--- src/rtl/pipe_stage_skid.sv ---
// ============================================================================
// Module      : pipe_stage_skid
// Description : Two-entry skid-buffered pipeline stage; control fields read as
//               zero (NOP) on a bubble. Optional stall/bubble counters are
//               enabled by defining PIPE_STAGE_STATS_EN.
// Revision    : 1.0 - initial release
// ============================================================================
`default_nettype none

module pipe_stage_skid #(
    parameter int DATA_W = 160,
    parameter int CTRL_W = 16
) (
    input  logic              CLK,
    input  logic              reset,
    input  logic              flush,
    input  logic              in_valid,
    output logic              in_ready,
    input  logic [DATA_W-1:0] in_data,
    input  logic [CTRL_W-1:0] in_ctrl,
    output logic              out_valid,
    input  logic              out_ready,
    output logic [DATA_W-1:0] out_data,
    output logic [CTRL_W-1:0] out_ctrl,
    output logic [1:0]        occupancy
`ifdef PIPE_STAGE_STATS_EN
    ,
    output logic [31:0]       stall_cycles,
    output logic [31:0]       bubble_cycles
`endif
);

    // State encoding doubles as the entry count.
    localparam logic [1:0] ST_EMPTY = 2'd0;
    localparam logic [1:0] ST_ONE   = 2'd1;
    localparam logic [1:0] ST_FULL  = 2'd2;

    logic [1:0]        state_q,     state_d;
    logic [DATA_W-1:0] main_data_q, main_data_d;
    logic [CTRL_W-1:0] main_ctrl_q, main_ctrl_d;
    logic [DATA_W-1:0] skid_data_q, skid_data_d;
    logic [CTRL_W-1:0] skid_ctrl_q, skid_ctrl_d;
    logic              in_fire;
    logic              out_fire;

    assign in_ready  = !reset && (state_q != ST_FULL);
    assign out_valid = !reset && (state_q != ST_EMPTY);
    assign out_data  = reset ? '0 : main_data_q;
    assign out_ctrl  = out_valid ? main_ctrl_q : '0;
    assign occupancy = reset ? ST_EMPTY : state_q;

    assign in_fire  = in_valid && in_ready;
    assign out_fire = out_valid && out_ready;

    always_comb begin
        state_d     = state_q;
        main_data_d = main_data_q;
        main_ctrl_d = main_ctrl_q;
        skid_data_d = skid_data_q;
        skid_ctrl_d = skid_ctrl_q;
        case (state_q)
            ST_EMPTY: begin
                if (in_fire) begin
                    main_data_d = in_data;
                    main_ctrl_d = in_ctrl;
                    state_d     = ST_ONE;
                end
            end
            ST_ONE: begin
                if (in_fire && out_fire) begin
                    main_data_d = in_data;
                    main_ctrl_d = in_ctrl;
                end else if (out_fire) begin
                    state_d = ST_EMPTY;
                end else if (in_fire) begin
                    skid_data_d = in_data;
                    skid_ctrl_d = in_ctrl;
                    state_d     = ST_FULL;
                end
            end
            ST_FULL: begin
                if (out_fire) begin
                    main_data_d = skid_data_q;
                    main_ctrl_d = skid_ctrl_q;
                    state_d     = ST_ONE;
                end
            end
            default: state_d = ST_EMPTY;
        endcase
        // Flush drops everything, including a same-cycle accepted input, and
        // leaves the payload registers untouched so out_data keeps its value.
        if (flush) begin
            state_d     = ST_EMPTY;
            main_data_d = main_data_q;
            main_ctrl_d = main_ctrl_q;
            skid_data_d = skid_data_q;
            skid_ctrl_d = skid_ctrl_q;
        end
    end

    always_ff @(posedge CLK) begin
        if (reset) begin
            state_q     <= ST_EMPTY;
            main_data_q <= '0;
            main_ctrl_q <= '0;
            skid_data_q <= '0;
            skid_ctrl_q <= '0;
        end else begin
            state_q     <= state_d;
            main_data_q <= main_data_d;
            main_ctrl_q <= main_ctrl_d;
            skid_data_q <= skid_data_d;
            skid_ctrl_q <= skid_ctrl_d;
        end
    end

`ifdef PIPE_STAGE_STATS_EN
    logic [31:0] stall_q,  stall_d;
    logic [31:0] bubble_q, bubble_d;

    // Saturating counters; flush deliberately leaves them alone.
    always_comb begin
        stall_d  = stall_q;
        bubble_d = bubble_q;
        if (out_valid && !out_ready && (stall_q != 32'hFFFF_FFFF)) begin
            stall_d = stall_q + 32'd1;
        end
        if (!out_valid && (bubble_q != 32'hFFFF_FFFF)) begin
            bubble_d = bubble_q + 32'd1;
        end
    end

    always_ff @(posedge CLK) begin
        if (reset) begin
            stall_q  <= '0;
            bubble_q <= '0;
        end else begin
            stall_q  <= stall_d;
            bubble_q <= bubble_d;
        end
    end

    assign stall_cycles  = stall_q;
    assign bubble_cycles = bubble_q;
`endif

endmodule

`default_nettype wire

--- config.mk ---
export PLATFORM = sky130hd
export DESIGN_NAME = pipe_stage_skid
export DESIGN_NICKNAME = d
export VERILOG_FILES = /design/src/rtl/pipe_stage_skid.sv
export SDC_FILE = /design/constraint.sdc
export NUM_CORES = 1
export LEC_CHECK = 0
export ABC_AREA = 1
export CORE_ASPECT_RATIO = 1.2
export CORE_MARGIN = 1
export CORE_UTILIZATION = 54
export CTS_BUF_LIST = sky130_fd_sc_hd__clkbuf_4
export DETAILED_ROUTE_END_ITERATION = 7
export PLACE_DENSITY = 0.81
export SLEW_MARGIN = 20
export SYNTH_ARGS = -nofsm -noshare
export SYNTH_HDL_FRONTEND = slang
export SYNTH_SLANG_ARGS = --single-unit
--- constraint.sdc ---
create_clock -name CLK -period 2.8 [get_ports CLK]
set_input_delay 0.7 -clock CLK [delete_from_list [all_inputs] [get_ports CLK]]
set_output_delay 0.7 -clock CLK [all_outputs]
set_load 0.02 [all_outputs]
==> impl_metrics.yaml, run 1 <==
status:
  status: "finished clean"
synthesis:
  yosysTopAreaCell: "dfxtp_1"
  netlist_instances: 2888
  ys_ff_latch: 354
  yosysWarnings: 0
  synthTopCellsByArea: "dfxtp_1, nor2_1, inv_1"
  netlist_area_sq_um: 17670
  ys_seq_area_share_pct: 40.12
  syn_area_per_cell_sq_um: 6.117
  yosysTopAreaCellShare_pct: 40.12
  syn_nets: 3069
  synth_cell_types: 22
critical_path:
  cp_cell_sequence: "inv_6 -> nand2_4 -> inv_4 -> nor2_4 -> clkinvlp_4 -> nor2_1 -> buf_2"
  worstPathArrival_ns: 2.08
  rr_worst_depth: 10
  endpoint_kind: "output port"
  worstSetupPathType: "reg2out"
  cp.required_ns: 2.10
  slowest_stage: "dfxtp_4"
  startpoint_type: "register"
  worst_path_dominant_cell_family: "buffers and inverters"
  r2r-start: "state_q[1]$_SDFFE_PP0P_"
  worst-path-buf-inv: 4
  crit_fanout: 7
  ff2ff_setup_slack_ns: 0.49
  r2r_end: "main_data_q[103]$_SDFFE_PP0P_"
  crit_path_max_incr_delay_ns: 0.38
global_routing:
  grt_usage_pct: 30.39
  antenna_found_initial: 10
  grt_pass1_vias: 18090
  grt_pass1_wl_mm: 84.47
  grt_max_degree: 214
  overflow: 0
die:
  start_util_pct: 54.78
  core_sq_um: 32250
  die_h_um: 200.1
  fp-row-count: 72
  fp.dieW_um: 167.1
  pin_count: 361
  dieArea_sq_um: 33440
layout:
  multi_input_area_sq_um: 7794
  fillers: 2830
  regArea_sq_um: 7092
  final_nets: 3346
  synthToLayoutAreaGrowth_pct: 27.78
  utilization_pct: 69.99
  final_cell_area_sq_um: 22570
  instances_no_fill: 3638
  drive_gt1_share_pct: 6.584
routing:
  drt-initial-drc-count: 1718
  wl_per_cell_um: 14.11
  drtAntennaViolNets: 0
  drt_pass1_iterations: 6
  drc: 0
  drt-total-wl_mm: 51.31
  viasPerCell: 5.186
  num_vias: 18870
worst_hold_path:
  hp-start: "flush"
  hold_class: "in2reg"
  min_path_cells: 4
  hold-path-endpoint: "state_q[1]$_SDFFE_PP0P_"
clocking:
  clock-sinks: 354
  clk_path_buf_depth: 3
  hold_buffers: 0
  clk_pin_slew_ns: 0.06
  htree_levels: 3
  numCtsBuffers: 91
  cts_tree: "built"
  clock-root-buffer: "clkbuf_4"
  worstSkewPairLatency_ns: 0.72
placement:
  io_buffers: 360
  dp_hpwl_mm: 30.78
  gp_congestion: 0.8289
  place_ws_ns: 0.1262
  dp.cells: 3473
  post_dp_cell_area_sq_um: 21330
timing:
  setup_slack_ns: 0.02050
  tightest_slew_ns: 0.9034
  max_freq_mhz: 359.8
  timing.final.crit_period_ns: 2.779
  hold_viol_final: 0
  slew_headroom_pct: 39.77
  finalCritPeriodShare_pct: 99.27
  finClkSkew_ns: 0.03884
  drv_slew: 0
  rsz0062_at_grt: "yes"
  setup_viol: 0
power:
  ir_drop_mv: 0.2734
  p_per_area_nw_per_um2: 506.0
  power_w: 0.01142
  p_leak_nw: 10.34
job:
  drv_cap: 0
[Yosys cell counts, drive strengths merged]
library cell and count:
clkbuf 114, nand2 427, nand3 180, clkinv 1
buf 97, dfxtp 354, a21oi 1, a41oi 1
nand4 1, inv 501, nor3 176, o21ai 319
o21bai 1, nor2 715
[area by class of cell]
class,instances,share of cell area (%)
diodes,11,0.1219
flip-flops and latches,354,31.42
clock inverters,11,0.4157
multi-input cells,1821,34.53
repair buffers,394,18.26
well taps,407,2.256
inverters,502,8.414
clock buffers,137,4.556
repair inverters,1,0.03326
[flip-flops by register name, summed over array words and instances (netlist names)]
signal,flops
main_ctrl_q,16
skid_data_q,160
state_q,2
main_data_q,160
skid_ctrl_q,16
[worst min-delay path, delay by kind of cell]
family / cells / cell delay, ns
and+or+nand+nor: 1 / 0.10
AOI/OAI and AO/OA: 1 / 0.06
buffers and inverters: 2 / 0.20
[timing repair]
| action | 4_1_cts | 5_1_grt |
|---|---|---|
| endpoints found under the hold margin | 0 | 0 |
| gates cloned | 1 | 0 |
| buffers inserted | 3 | 2 |
| pin swaps | 1 | 1 |
| resized for setup | 62 | 21 |
| endpoints found under the setup margin | 17 | 10 |
[how the worst max path moves through the flow]
| stage | from | endpoint | slack [ns] | cells past startpoint |
|---|---|---|---|---|
| detailed placement | reset | out_ctrl[0] | 0.13 | 5 |
| floorplan | reset | out_ctrl[10] | 0.37 | 4 |
| CTS | state_q[0]$_SDFFE_PP0P_ | out_ctrl[1] | 0.002 | 8 |
| global placement | reset | out_ctrl[15] | 0.20 | 5 |
| global route | state_q[0]$_SDFFE_PP0P_ | out_ctrl[4] | -0.1 | 7 |
| finish | state_q[0]$_SDFFE_PP0P_ | out_ctrl[4] | 0.02 | 7 |
[metrics by stage]
stage,TNS [ns],hold slack [ns]
floorplan,0,0.4541
global placement,0,0.4623
detailed placement,0,0.4709
CTS,0,0.3157
global route,-0.1768,0.3571
finish,0,0.3964
[cell families (layout without fill, tap and decap cells)]
logic type | Yosys count | count (layout) | synth area share [%]
AO/OA/AOI/OAI | 322 | 322 | 9.179
buffers and inverters | 713 | 1045 | 16.21
flip-flops | 354 | 354 | 40.12
other | 0 | 11 | 0
AND/OR/NAND/NOR | 1499 | 1499 | 34.50
[power breakdown]
part | internal, W | switching (W)
combinational | 0.000711 | 0.000925
sequential | 0.00523 | 0.000102
clock | 0.00238 | 0.00207
total | 0.00832 | 0.00310
[cells in the final DEF (no fill, tap or decap), types with 3 or more instances in the layout]
master,n
o21ai_1,5
buf_6,8
clkdlybuf4s15_2,4
clkdlybuf4s50_1,340
clkdlybuf4s15_1,3
nor2_1,706
inv_2,5
diode_2,11
nand2_1,425
buf_2,4
dfxtp_1,352
nor2_4,8
nor3_1,176
inv_1,496
clkinv_1,7
o21ai_0,314
clkbuf_4,137
buf_4,11
nand3_1,178
buf_12,21
[layer usage]
metal	routed length, um	vias up	share of wire [%]	global-route usage, %
li1	-	9322	-	-
met1	20540	8631	40	35.33
met3	3930	134	7.7	6.244
met2	24670	779	48	51.81
met5	0	-	0	0
met4	2173	0	4.2	17.39
No activity file was read; power rests on OpenSTA's default activity.
==> inputs of run 2 (changes only) <==
- CELL_PAD_IN_SITES_DETAIL_PLACEMENT: default -> 1
- CELL_PAD_IN_SITES_GLOBAL_PLACEMENT: default -> 1
- CORE_UTILIZATION: 54 -> 49
- DONT_BUFFER_PORTS: default -> 1
- PLACE_DENSITY: 0.81 -> 0.86
==> run 2 against run 1 <==
First-iteration DRC count down 49%. Die area rose by 10%. Power shrank 2.9%. Setup slack improved by 0.066 ns. Critical path depth unchanged. Clock skew down 0.0067 ns. Sequential share of layout area grew 5.9 points. Critical path type unchanged. Design area decreased by 16%. Sequential power is essentially flat. Register-to-register slack improved by 0.22 ns. Non-clock buffer count decreased by 375. Utilization is 16 points lower. Largest power group unchanged.
==> impl_metrics.yaml, run 2 (synthesis results as in run 1) <==
critical_path:
  startpoint_type: "register"
  ff2ff_setup_slack_ns: 0.71
  r2r_end: "main_data_q[72]$_SDFFE_PP0P_"
  startpoint: "state_q[0]$_SDFFE_PP0P_"
  crit_fanout: 16
  worstSetupPathType: "reg2out"
  cp.required_ns: 2.10
  endpoint_kind: "output port"
  worstPathArrival_ns: 2.01
  critPathCapture: "out_ctrl[14]"
  rr_worst_depth: 9
  r2r-start: "state_q[1]$_SDFFE_PP0P_"
routing:
  wl_per_cell_um: 16.69
  drt-total-wl_mm: 55.52
  viasPerCell: 5.302
  dr_wl_met3_mm: 4.582
  topRoutingLayerUsed: "met4"
  drtAntennaViolNets: 0
  drc: 0
  drt-initial-drc-count: 882
  num_vias: 17640
  drt_pass1_iterations: 5
  wl_met2_mm: 26.95
  wl_met1_mm: 21.38
die:
  dieArea_sq_um: 36820
  die_h_um: 210.0
  fp.dieW_um: 175.3
  pin_count: 361
  start_util_pct: 50.20
  core_sq_um: 35190
  fp-row-count: 75
layout:
  final_cell_mix: "nor2_1, inv_1, nand2_1"
  drive_gt1_share_pct: 7.303
  final_nets: 2974
  layout_commonest_cell: "nor2_1"
  top_regs: "main_data_q (160), skid_data_q (160)"
  synthToLayoutAreaGrowth_pct: 7.522
  utilization_pct: 53.98
clocking:
  clock-sinks: 354
  clk_pin_slew_ns: 0.06
  htree_levels: 3
  worstSkewPairLatency_ns: 0.74
  numCtsBuffers: 95
  cts_tree: "built"
  hold_buffers: 0
  clock-root-buffer: "clkbuf_4"
  clk_path_buf_depth: 3
power:
  clockPowerShare_pct: 42.1
  intPower_w: 0.008081
  switchingPower_w: 0.003009
  p_per_area_nw_per_um2: 583.9
  p_leak_nw: 8.921
  ir_drop_mv: 0.3929
  p_comb_share_pct: 9.9
  p_sw_share_pct: 27.13
  share_seq_of_total_power_pct: 48.0
timing:
  finClkSkew_ns: 0.03213
  fin_setup_tns_ns: 0
  drv_slew: 0
  rsz0062_at_grt: "no"
  slew_headroom_pct: 37.08
  finalCritPeriodShare_pct: 96.91
  hold_viol_final: 0
  tightest_slew_ns: 0.9437
  setup_viol: 0
  timing.final.crit_period_ns: 2.714
  max_freq_mhz: 368.5
  hold_slack_ns: 0.1001
global_routing:
  grt_pass1_wl_mm: 88.87
  antenna_found_initial: 2
  overflow: 0
  grt_pass1_vias: 18320
  grt_usage_pct: 29.66
  grt_max_degree: 264
placement:
  gp_congestion: 0.7779
  io_buffers: 0
  dp_hpwl_mm: 31.77
worst_hold_path:
  hold_class: "in2reg"
  min_path_cells: 2
status:
  status: "finished clean"
job:
  drv_cap: 0
[run 2: cell types whose count changed in the layout (fill, tap and decap cells not counted), moves of 4 or more]
cell             delta
clkdlybuf4s15_2     -4
buf_12              -8
clkdlybuf4s50_1   -340
nor2_4             +13
clkbuf_4           +22
buf_2               -4
buf_4               -6
nor2_1             -12
diode_2             -9
buf_6               -8
[run 2: area by class of cell]
cell class	count	area, sq um
repair buffers	19	325.3
clock buffers	159	1194
inverters	502	1896
fillers	4858	16200
diodes	2	5.005
well taps	462	578.1
multi-input cells	1821	7881
flip-flops and latches	354	7089
clock inverters	7	26.28
[run 2: repair_timing]
action / CTS / global route
setup buffers: 1 / 0
endpoints found under the setup margin: 16 / 16
resized for setup: 35 / 2
[run 2: layer usage]
metal  vias to the layer above  global-route usage [%]
met5                         -                       0
met4                         0                   16.13
met3                       152                   9.957
met2                       477                   51.83
met1                      8437                   31.30
li1                       8570                       -
[run 2: stage by stage]
stage | setup slack [ns] | instances | instance area, sq um | power, W
after floorplan | 0.3663 | 2888 | 17670 | 0.006345
after global placement | 0.5893 | 3156 | 17590 | 0.006460
after detailed placement | 0.5041 | 3156 | 17590 | 0.006515
after CTS | 0.006524 | 3323 | 18960 | 0.01121
after global routing | 0.001475 | 3326 | 18990 | 0.01166
final | 0.08648 | 3326 | 18990 | 0.01109
[run 2: power by group through the flow]
stage	sequential [W]	clock, W	combinational [W]
3_3_place_gp	0.00543	0	0.00103
6_report	0.00533	0.00467	0.00109
2_1_floorplan	0.00541	0	0.000933
3_5_place_dp	0.00544	0	0.00107
4_1_cts	0.00533	0.00478	0.00110
5_1_grt	0.00535	0.00507	0.00124
[run 2: how the worst min path moves through the flow]
stage | end | start | slack (ns)
floorplan | main_ctrl_q[0]$_SDFFE_PP0P_ | main_ctrl_q[0]$_SDFFE_PP0P_ | 0.45
global placement | main_data_q[65]$_SDFFE_PP0P_ | main_data_q[65]$_SDFFE_PP0P_ | 0.46
detailed placement | main_ctrl_q[7]$_SDFFE_PP0P_ | main_ctrl_q[7]$_SDFFE_PP0P_ | 0.47
CTS | skid_data_q[74]$_SDFFE_PP0P_ | in_data[74] | 0.04
global route | skid_data_q[80]$_SDFFE_PP0P_ | in_data[80] | 0.05
finish | skid_data_q[118]$_SDFFE_PP0P_ | in_data[118] | 0.10
[run 2: worst max-delay path, stage by stage, from the launching register on]
cell        delay, ns
dfxtp_2          0.36
inv_2            0.08
nand2_1          0.11
inv_1            0.12
nor2_4           0.13
clkinvlp_4       0.11
buf_12           0.18
nor2_4           0.17
==> inputs of run 3 (changes only) <==
- CORE_ASPECT_RATIO: 1.2 -> 0.75
- PLACE_DENSITY: 0.86 -> default
- PLACE_DENSITY_LB_ADDON: default -> 0.12
- SETUP_SLACK_MARGIN: default -> 0.5
==> run 3 against run 2 <==
Clock power down 5.1%. Final cell count up 2.0%. Power down 1.1%. Routed wire length up 9.7%. Critical path depth up 1. Count of clock-buffer cells in the layout down 19. Setup slack better by 0.022 ns. Flip-flop and latch count unchanged. Sequential power about the same. Largest power group unchanged. Die area about the same. Combinational power up 11%. Register-to-register slack worse by 0.17 ns.
==> impl_metrics.yaml, run 3 (synthesis results as in run 1) <==
status:
  status: "finished clean"
global_routing:
  grt_pass1_vias: 18230
  grt_max_degree: 222
  grt_pass1_wl_mm: 95.36
  overflow: 0
  antenna_found_initial: 2
  grt_usage_pct: 31.68
power:
  power_w: 0.01097
  p_leak_nw: 9.225
  p_per_area_nw_per_um2: 554.1
  ir_drop_mv: 0.3546
timing:
  tightest_slew_ns: 0.9755
  timing.final.crit_period_ns: 2.692
  drv_slew: 0
  setup_viol: 0
  finClkSkew_ns: 0.05118
  max_freq_mhz: 371.5
  fin_setup_tns_ns: 0
  finalCritPeriodShare_pct: 96.14
  hold_viol_final: 0
  slew_headroom_pct: 34.97
  setup_slack_ns: 0.1082
  rsz0062_at_grt: "yes"
layout:
  layout_commonest_cell: "nor2_1"
  final_nets: 3057
  synthToLayoutAreaGrowth_pct: 12.06
  final_cell_mix: "nor2_1, inv_1, nand2_1"
  top_regs: "main_data_q (160), skid_data_q (160)"
  instances_no_fill: 3391
  utilization_pct: 56.46
  drive_gt1_share_pct: 9.621
clocking:
  numCtsBuffers: 93
  worstSkewPairLatency_ns: 0.81
  clock-root-buffer: "clkbuf_4"
  clk_path_buf_depth: 3
  clock-sinks: 354
  clk_pin_slew_ns: 0.06
  htree_levels: 3
  cts_tree: "built"
routing:
  viasPerCell: 5.357
  drc: 0
  drtAntennaViolNets: 0
  num_vias: 18170
  wl_per_cell_um: 17.96
  drt-initial-drc-count: 1180
  drt-total-wl_mm: 60.89
  drt_pass1_iterations: 5
die:
  fp.dieW_um: 221.3
  dieArea_sq_um: 36820
  fp-row-count: 59
  core_sq_um: 35060
  start_util_pct: 50.38
  die_h_um: 166.4
  pin_count: 361
critical_path:
  worstSetupPathType: "reg2out"
  cp.required_ns: 2.10
  startpoint_type: "register"
  ff2ff_setup_slack_ns: 0.54
  crit_fanout: 13
  worstPathArrival_ns: 1.99
  endpoint_kind: "output port"
placement:
  place_ws_ns: 0.5008
  dp_hpwl_mm: 33.10
  dp.cells: 3162
  gp_congestion: 0.7989
  io_buffers: 0
job:
  drv_cap: 0
worst_hold_path:
  hold_class: "in2reg"
run 3: final timing paths:
| kind | from | end | cells after the start |
|---|---|---|---|
| min reg2reg | main_data_q[66]$_SDFFE_PP0P_ | main_data_q[66]$_SDFFE_PP0P_ | 2 |
| max | state_q[0]$_SDFFE_PP0P_ | out_ctrl[3] | 8 |
| max reg2reg | state_q[0]$_SDFFE_PP0P_ | skid_data_q[40]$_SDFFE_PP0P_ | 10 |
| min | in_data[101] | skid_data_q[101]$_SDFFE_PP0P_ | 2 |
run 3: area by class of cell:
type,instances,area [sq um]
inverters,502,1903
clock buffers,140,1051
diodes,3,7.507
flip-flops and latches,354,7092
well taps,457,571.8
fillers,4834,15270
clock inverters,10,38.79
repair buffers,104,1139
multi-input cells,1821,7994
run 3: worst max-delay path: stages (launching register included):
cell and delay (ns):
dfxtp_4 0.36, inv_4 0.04, nand2_4 0.08, inv_4 0.05, nor2_4 0.13, clkinvlp_4 0.15, buf_12 0.17, nor2_1 0.08
buf_4 0.14
run 3: through the flow:
step,hold WS (ns),area (sq um)
global placement,0.4617,17700
CTS,0.0002370,19500
floorplan,0.4541,17700
global route,-0.01402,19800
finish,0.05697,19800
detailed placement,0.4716,17700
run 3: timing repair:
item,4_1_cts,5_1_grt
hold endpoints to repair,56,3
resized for setup,20,68
cloned,0,1
buffers inserted,10,6
pin swaps,1,1
hold buffers,56,3
setup endpoints to repair,53,91
run 3: power by group:
part	internal (W)	leakage [nW]	switching (W)
registers	0.00523	2.88	0.000102
clock network	0.00224	0.676	0.00219
logic	0.000394	5.67	0.000814
total	0.00787	9.22	0.00310
run 3: routing by layer:
| metal | share of wire (%) | wire [um] | track usage [%] |
|---|---|---|---|
| met1 | 42 | 25480 | 37.52 |
| met2 | 47 | 28740 | 52.79 |
| met3 | 7.0 | 4263 | 9.809 |
| met4 | 3.9 | 2402 | 14.11 |
| met5 | 0 | 0 | 0 |
